$ cat src/rtl/uart_tx_scheduler.sv
// Round-robin scheduler sharing one UART transmitter between N_REQ byte-stream clients.
// A grant is held for a whole packet; an optional client-ID header byte precedes each packet.
module uart_tx_scheduler #(
  parameter int          N_REQ       = 4,
  parameter bit          HEADER_EN   = 1'b1,
  parameter logic [7:0]  ID_BASE     = 8'hA0,
  parameter int          GAP_TIMEOUT = 1_000_000
) (
  input  logic               clk,
  input  logic               rst,
  input  logic [N_REQ-1:0]   req_valid,
  input  logic [8*N_REQ-1:0] req_byte,
  input  logic [N_REQ-1:0]   req_last,
  output logic [N_REQ-1:0]   req_ready,
  output logic [N_REQ-1:0]   grant,
  output logic               start_tx,
  output logic [7:0]         byte_tx,
  input  logic               done_tx,
  output logic               busy,
  output logic               pkt_abort
);

  localparam int IDX_W = (N_REQ > 1) ? $clog2(N_REQ) : 1;
  localparam int GAP_W = $clog2(GAP_TIMEOUT + 1);

  typedef enum logic [2:0] {
    IDLE,
    HDR_LAUNCH,
    WAIT_BUSY,
    WAIT_DONE,
    FETCH
  } state_t;

  state_t             r_state;
  state_t             w_state_nxt;
  logic [IDX_W-1:0]   r_rr;
  logic [IDX_W-1:0]   r_gidx;
  logic [N_REQ-1:0]   r_grant;
  logic [7:0]         r_byte;
  logic               r_last;
  logic               r_hdr;
  logic               r_data_launch;
  logic [GAP_W-1:0]   r_gap;

  logic               w_pick_found;
  logic [IDX_W-1:0]   w_pick_idx;
  logic [N_REQ-1:0]   w_pick_onehot;
  logic [N_REQ-1:0]   w_gidx_onehot;
  logic [7:0]         w_hdr_byte;
  logic [IDX_W-1:0]   w_rr_next;
  logic               w_fetch_ok;
  logic               w_gap_expired;
  logic               w_idle_go;

  // Round-robin search: the lowest offset from the pointer wins, so scan offsets downwards.
  // NOTE: every signal written in always_comb gets a default first, otherwise a latch is inferred.
  always_comb begin
    int j;
    j            = 0;
    w_pick_found = 1'b0;
    w_pick_idx   = '0;
    for (int k = N_REQ - 1; k >= 0; k--) begin
      j = int'(r_rr) + k;
      if (j >= N_REQ) j = j - N_REQ;
      if (req_valid[j]) begin
        w_pick_found = 1'b1;
        w_pick_idx   = IDX_W'(j);
      end
    end
  end

  assign w_pick_onehot = {{(N_REQ-1){1'b0}}, 1'b1} << w_pick_idx;
  assign w_gidx_onehot = {{(N_REQ-1){1'b0}}, 1'b1} << r_gidx;
  assign w_hdr_byte    = ID_BASE + 8'(w_pick_idx);
  assign w_rr_next     = (r_gidx == IDX_W'(N_REQ - 1)) ? '0 : r_gidx + 1'b1;
  assign w_fetch_ok    = req_valid[r_gidx];
  assign w_gap_expired = (r_gap == GAP_W'(GAP_TIMEOUT - 1));
  assign w_idle_go     = w_pick_found && done_tx;

  // NOTE: sequential state uses non-blocking assignments so every register sees pre-edge values.
  always_ff @(posedge clk) begin
    if (rst) r_state <= IDLE;
    else     r_state <= w_state_nxt;
  end

  always_comb begin
    w_state_nxt = r_state;
    unique case (r_state)
      IDLE:       if (w_idle_go) w_state_nxt = HEADER_EN ? HDR_LAUNCH : FETCH;
      HDR_LAUNCH: w_state_nxt = WAIT_BUSY;
      WAIT_BUSY:  if (!done_tx) w_state_nxt = WAIT_DONE;
      WAIT_DONE:  if (done_tx) w_state_nxt = (r_last && !r_hdr) ? IDLE : FETCH;
      FETCH: begin
        if (w_fetch_ok)         w_state_nxt = WAIT_BUSY;
        else if (w_gap_expired) w_state_nxt = IDLE;
      end
      default:    w_state_nxt = IDLE;
    endcase
  end

  // Header launches come from HDR_LAUNCH; data launches are the registered accept from FETCH,
  // which lands in the first WAIT_BUSY cycle.
  always_comb begin
    start_tx  = (r_state == HDR_LAUNCH) || r_data_launch;
    req_ready = '0;
    pkt_abort = 1'b0;
    if (r_state == FETCH) begin
      if (w_fetch_ok) req_ready = w_gidx_onehot;
      else            pkt_abort = w_gap_expired;
    end
  end

  always_ff @(posedge clk) begin
    if (rst) begin
      r_rr          <= '0;
      r_gidx        <= '0;
      r_grant       <= '0;
      r_byte        <= 8'h00;
      r_last        <= 1'b0;
      r_hdr         <= 1'b0;
      r_data_launch <= 1'b0;
      r_gap         <= '0;
    end else begin
      r_data_launch <= 1'b0;
      unique case (r_state)
        IDLE: begin
          if (w_idle_go) begin
            r_gidx  <= w_pick_idx;
            r_grant <= w_pick_onehot;
            r_gap   <= '0;
            r_last  <= 1'b0;
            r_hdr   <= HEADER_EN;
            if (HEADER_EN) r_byte <= w_hdr_byte;
          end
        end
        WAIT_DONE: begin
          if (done_tx && r_last && !r_hdr) begin
            r_grant <= '0;
            r_rr    <= w_rr_next;
          end
        end
        FETCH: begin
          if (w_fetch_ok) begin
            r_byte        <= req_byte[8*r_gidx +: 8];
            r_last        <= req_last[r_gidx];
            r_hdr         <= 1'b0;
            r_gap         <= '0;
            r_data_launch <= 1'b1;
          end else if (w_gap_expired) begin
            // A stalled client loses its turn just as if the packet had completed.
            r_grant <= '0;
            r_rr    <= w_rr_next;
          end else begin
            r_gap <= r_gap + 1'b1;
          end
        end
        default: ;
      endcase
    end
  end

  assign grant   = r_grant;
  assign byte_tx = r_byte;
  assign busy    = (r_state != IDLE);

endmodule

$ cat config.mk
export PLATFORM = sky130hd
export DESIGN_NAME = uart_tx_scheduler
export DESIGN_NICKNAME = d
export VERILOG_FILES = /design/src/rtl/uart_tx_scheduler.sv
export SDC_FILE = /design/constraint.sdc
export NUM_CORES = 1
export LEC_CHECK = 0
export ABC_CLOCK_PERIOD_IN_PS = 4600
export BUFFER_PORTS_ARGS = -buffer_cell sky130_fd_sc_hd__buf_2
export CORE_MARGIN = 2
export CORE_UTILIZATION = 50
export CTS_BUF_LIST = sky130_fd_sc_hd__clkbuf_16
export CTS_CLUSTER_SIZE = 8
export DETAILED_ROUTE_END_ITERATION = 12
export GPL_TIMING_DRIVEN = 0
export PLACE_DENSITY = 0.75
export SLEW_MARGIN = 20
export SYNTH_ARGS = -nofsm -noshare
export SYNTH_HDL_FRONTEND = slang
export SYNTH_SLANG_ARGS = --single-unit
$ cat constraint.sdc
create_clock -name clk -period 4.6 [get_ports clk]
set_input_delay 0.92 -clock clk [delete_from_list [all_inputs] [get_ports clk]]
set_output_delay 0.92 -clock clk [all_outputs]
set_load 0.02 [all_outputs]
==> After elaboration in Yosys (flattened, before gate mapping) <==
Index checks and enable logic that the tools add are counted.
{ "totals": {"register_bits": 42, "in_bits": 43, "output_inout_bits": 19, "wordCells": 128} }
{ "op_classes": {"addsub": 10, "n_lt_le_gt_ge": 9, "eq_ne": 15, "n_shift": 3, "mux": 63, "bitwise": 1, "n_reduce_logical": 18} }
{ "op_table": {"columns": ["cell", "count"], "rows": [
  ["$lt A32 B4 Y1 const B", 4],
  ["$mux W32", 4],
  ["$mux W20", 3],
  ["$pmux W20 S2", 1],
  ["$shiftx A32 B6 Y8", 1],
  ["$mux W4", 6],
  ["$mux W1", 21],
  ["$add A20 B1 Y20 const B", 1],
  ["$eq A20 B20 Y1 const B", 1],
  ["$mux W3", 6],
  ["$mux W2", 8],
  ["$mux W8", 2],
  ["$pmux W8 S2", 1],
  ["$pmux W3 S5", 1],
  ["$ne A2 B2 Y1 const B", 7],
  ["$bmux W1 S2", 6],
  ["$pmux W4 S3", 1],
  ["$sub A3 B3 Y4 const B", 3],
  ["$ge A3 B3 Y1 const B", 3],
  ["$add A8 B2 Y8 const A", 1],
  ["$reduce_and A4 Y1", 2],
  ["$shl A1 B2 Y4 const A", 2],
  ["$add A2 B2 Y3 const B", 2],
  ["$eq A3 B2 Y1 const B", 2],
  ["other kinds (22)", 30]
]} }

==> Longest topological paths before layout <==
{ "depth": {"ltp_word": 13, "ltp_mapped": 9, "ltp_nobuf": 6} }

==> Least setup slack after synthesis <==
No wires, ideal clock.
{ "synth_path": {"path_kind": "input to output", "from": "in req_valid[3]", "to": "out pkt_abort", "arrival_ns": 1.980, "setup_slack_ns": 1.700, "stages": 4, "cell_sequence": "mux4_2 -> nand2b_4 -> buf_6 -> nor2_1"} }
{ "synth_via": {"elab_chain_cells": 4} }
{ "synth_lines": {"columns": ["element", "line", "source"], "rows": [
  ["from (decl)", "11", "input logic [N_REQ-1:0] req_valid,"],
  ["$bmux W1 S2", "76", "assign w_fetch_ok = req_valid[r_gidx];"],
  ["$mux W1 (implied by the code)", "76", null],
  ["$mux W1", "108", "if (w_fetch_ok) req_ready = w_gidx_onehot;"],
  ["$mux W1", "107", "if (r_state == FETCH) begin"],
  ["to (decl)", "20", "output logic pkt_abort"]
]} }
No other way between the ends. The select of a mux whose other input is x is not followed.

==> Worst setup path in the final report <==
{ "layout_path": {"from": "in req_valid[0]", "to": "out req_ready[0]"} }
{ "layout_via": {"elab_chain_cells": 4} }
{ "layout_lines": {"columns": ["element", "line", "source"], "rows": [
  ["$bmux W1 S2", "76", null],
  ["$mux W1 (implied by the code)", "76", null],
  ["$mux W4", "108", null],
  ["$mux W4", "107", null],
  ["to (decl)", "14", "output logic [N_REQ-1:0] req_ready,"]
]} }
No other way between the ends. The select of a mux whose other input is x is not followed.

==> impl_metrics.yaml <==
run_status:
  status: "completed"
clock_tree:
  htreeDepth: 2
  ctsRootBufferMaster: "clkbuf_16"
  clk_path_buf_depth: 2
  clkTransAtPathRegs_ns: 0.06
  cts_resized: 0
  post_cts_buffers: 0
  clock_sinks: 42
  cts_hold_buf: 0
  numCtsBuffers: 5
  cts_tree: "done"
  worstSkewPairLatency_ns: 0.29
drt:
  drtPass1Iterations: 5
  vias: 2591
  route.met3.wl_um: 475
  post_drt_wl_per_cell_um: 16.27
  routed.top_layer: "met4"
  ant_nets: 0
  dr_wl_met2_um: 3203
  drt-total-wl_um: 7014
  drt_iter0_drc: 307
  drc: 0
  viasPerCell: 6.012
  wl_met1_um: 3229
global_routing:
  grt_pass1_wl_um: 11500
  track_usage: 0.2610
  antenna_found_initial: 0
  grt_max_degree: 13
  first_global_vias: 2429
  grt_overflow_total: 0
synth:
  ys_seq_elements: 42
  ys_types: 54
  synthArstFlopShare: 0
  syn_nets: 344
  netlist_area_um2: 2544
  yosysSeqAreaShare: 0.3305
  synth_edf_count: 0
  ys_warn_count: 0
  avgSynthCellArea_um2: 8.594
  synth_ff_type: "dfxtp_1"
  syn_inst: 296
finish:
  area_delta_synth_final_pct: 21.54
  seq_area_um2: 840.8
  multi_input_area_um2: 1568
  layout.nets: 412
  insertedDiodeCount: 0
  drive_gt1_frac: 0.2582
  nFillCells: 444
  fin_cells: 431
worst_setup_path:
  worstSetupStartpointType: "input pin"
  crit_fanout: 10
  rr_worst_depth: 8
  crit_type: "in -> out"
  r2r_start: "r_state[0]"
  regToRegSetupSlack_ns: 2.07
  cp-end-kind: "primary output"
  regToRegEndpoint: "byte_tx[0]"
  required_ns: 3.68
  crit_arrival_ns: 2.18
worst_hold_path:
  min_path_cells: 2
  min_from: "byte_tx[6]"
  min_to: "byte_tx[6]"
  holdCritPathClass: "reg -> reg"
timing:
  clock.fmax_mhz: 322.2
  slew_headroom: 0.3468
  min_period_ns: 3.104
  tightest_slew_ns: 0.9732
  hold_viol: 0
  final-setup-viol-count: 0
  final.setup.tns_ns: 0
  skew_ns: 0.005211
  fin_crit_sh: 0.6748
  grt_setup_unrepaired: "no"
  finalMaxSlewViolations: 0
die:
  die_y_um: 75.33
  die_area_um2: 5674
  ios: 62
  die_w_um: 75.33
  core_um2: 4817
  start_util: 0.5281
  row_count: 25
pwr:
  power.ir.vdd_worst_mv: 0.1575
  p_leak_nw: 1.198
  powerDensity_nw_per_um2: 296.2
place:
  gp_congestion: 0.9064
  port_buffers: 61
  detailed_place_hpwl_um: 5151
  dp_cells: 424
run:
  drv_cap: 0
-- per-layer routing --
metal  global-route usage  vias to the layer above
met1               0.3797                     1217
met4              0.07212                        0
met3              0.05159                        9
li1                     -                     1250
met2               0.3971                      115
met5                    0                        -
-- state kept, by name, summed over array words and instances (netlist names) --
register       count
r_gap             20
byte_tx            8
grant              4
r_state            3
r_gidx             2
r_rr               2
r_data_launch      1
r_hdr              1
r_last             1
-- power by group --
| part | internal, mW | switching (mW) | leakage, nW |
|---|---|---|---|
| Combinational | 0.0548 | 0.0842 | 0.780 |
| Clock | 0.251 | 0.144 | 0.0773 |
| Sequential | 0.374 | 0.00674 | 0.340 |
-- metrics by stage --
stage	area (um^2)	hold WS (ns)	worst slack (ns)	total power [mW]	util
after floorplan	2544	0.4368	1.700	0.4755	-
after global placement	2933	0.4411	1.517	0.5233	0.6088
after detailed placement	2933	0.4490	1.507	0.5252	0.6088
after CTS	3092	0.4582	1.503	0.9145	0.6418
after global routing	3092	0.4839	1.403	0.9421	0.6418
final	3092	0.4583	1.496	0.9158	0.6418
-- logic make-up (layout without fill, tap and decap cells) --
family	count (synthesis)	in the layout	share of synthesized area
buffers and inverters	28	96	0.05312
AND/OR/NAND/NOR	142	142	0.3069
XOR/XNOR	2	2	0.006888
AO/OA/AOI/OAI	65	65	0.1815
flip-flops	42	42	0.3305
adder cells (fa/ha/maj)	5	5	0.02459
multiplexers	12	12	0.09641
-- synthesized netlist by cell type (all sizes together) (2+ instances only) --
master,count,share of area
nor2,22,0.032
o31ai,3,0.0089
ha,5,0.025
o32ai,4,0.014
or4,5,0.015
mux4,10,0.089
and3,9,0.022
dfxtp,42,0.33
and4,3,0.010
or3,7,0.017
nor3,8,0.016
nor4b,4,0.016
clkbuf,12,0.018
mux2i,2,0.0079
nand2,35,0.052
xor2,2,0.0069
o2bb2ai,2,0.0069
o2111ai,2,0.0069
nor2b,2,0.0049
a21oi,22,0.048
nor3b,2,0.0079
buf,8,0.024
nand2b,7,0.020
o211ai,7,0.021
nand3b,2,0.0059
nand3,25,0.049
o221ai,2,0.0069
o21ai,10,0.026
nand4b,3,0.010
nand4,4,0.0098
a221oi,2,0.0069
inv,8,0.012
a211oi,3,0.0089
-- worst max path at each step --
| stage | endpoint | startpoint | cells past startpoint | slack (ns) |
|---|---|---|---|---|
| 2_1_floorplan | pkt_abort | req_valid[3] | 4 | 1.70 |
| 3_3_place_gp | req_ready[3] | req_valid[3] | 5 | 1.52 |
| 3_5_place_dp | req_ready[2] | req_valid[0] | 5 | 1.51 |
| 4_1_cts | req_ready[2] | req_valid[0] | 5 | 1.50 |
| 5_1_grt | req_ready[3] | req_valid[0] | 5 | 1.40 |
| 6_report | req_ready[0] | req_valid[0] | 5 | 1.50 |
-- cell usage in the layout (no fill, tap or decap), drive strengths merged, types with 3 or more instances in the layout --
cell    count
a211oi      3
a21oi      22
and3        9
and4        3
buf        69
clkbuf     17
dfxtp      42
ha          5
inv         8
mux4       10
nand2      35
nand2b      7
nand3      25
nand4       4
nand4b      3
nor2       22
nor3        8
nor4b       4
o211ai      7
o21ai      10
o31ai       3
o32ai       4
or3         7
or4         5
-- final cells by class --
cell class | count | share of cell area
sequential | 42 | 0.2720
buffer | 20 | 0.03399
clock inverter | 2 | 0.01093
tap | 67 | 0.02711
clock buffer | 5 | 0.04047
timing repair buffer | 61 | 0.09875
multi-input combinational | 226 | 0.5071
inverter | 8 | 0.009713
-- worst max-delay path, cell delays in order --
cell	delay, ns
buf_2	0.14
mux4_2	0.49
clkbuf_1	0.24
and3_1	0.25
buf_2	0.15
Note: power is estimated with default switching activity, not from simulation.
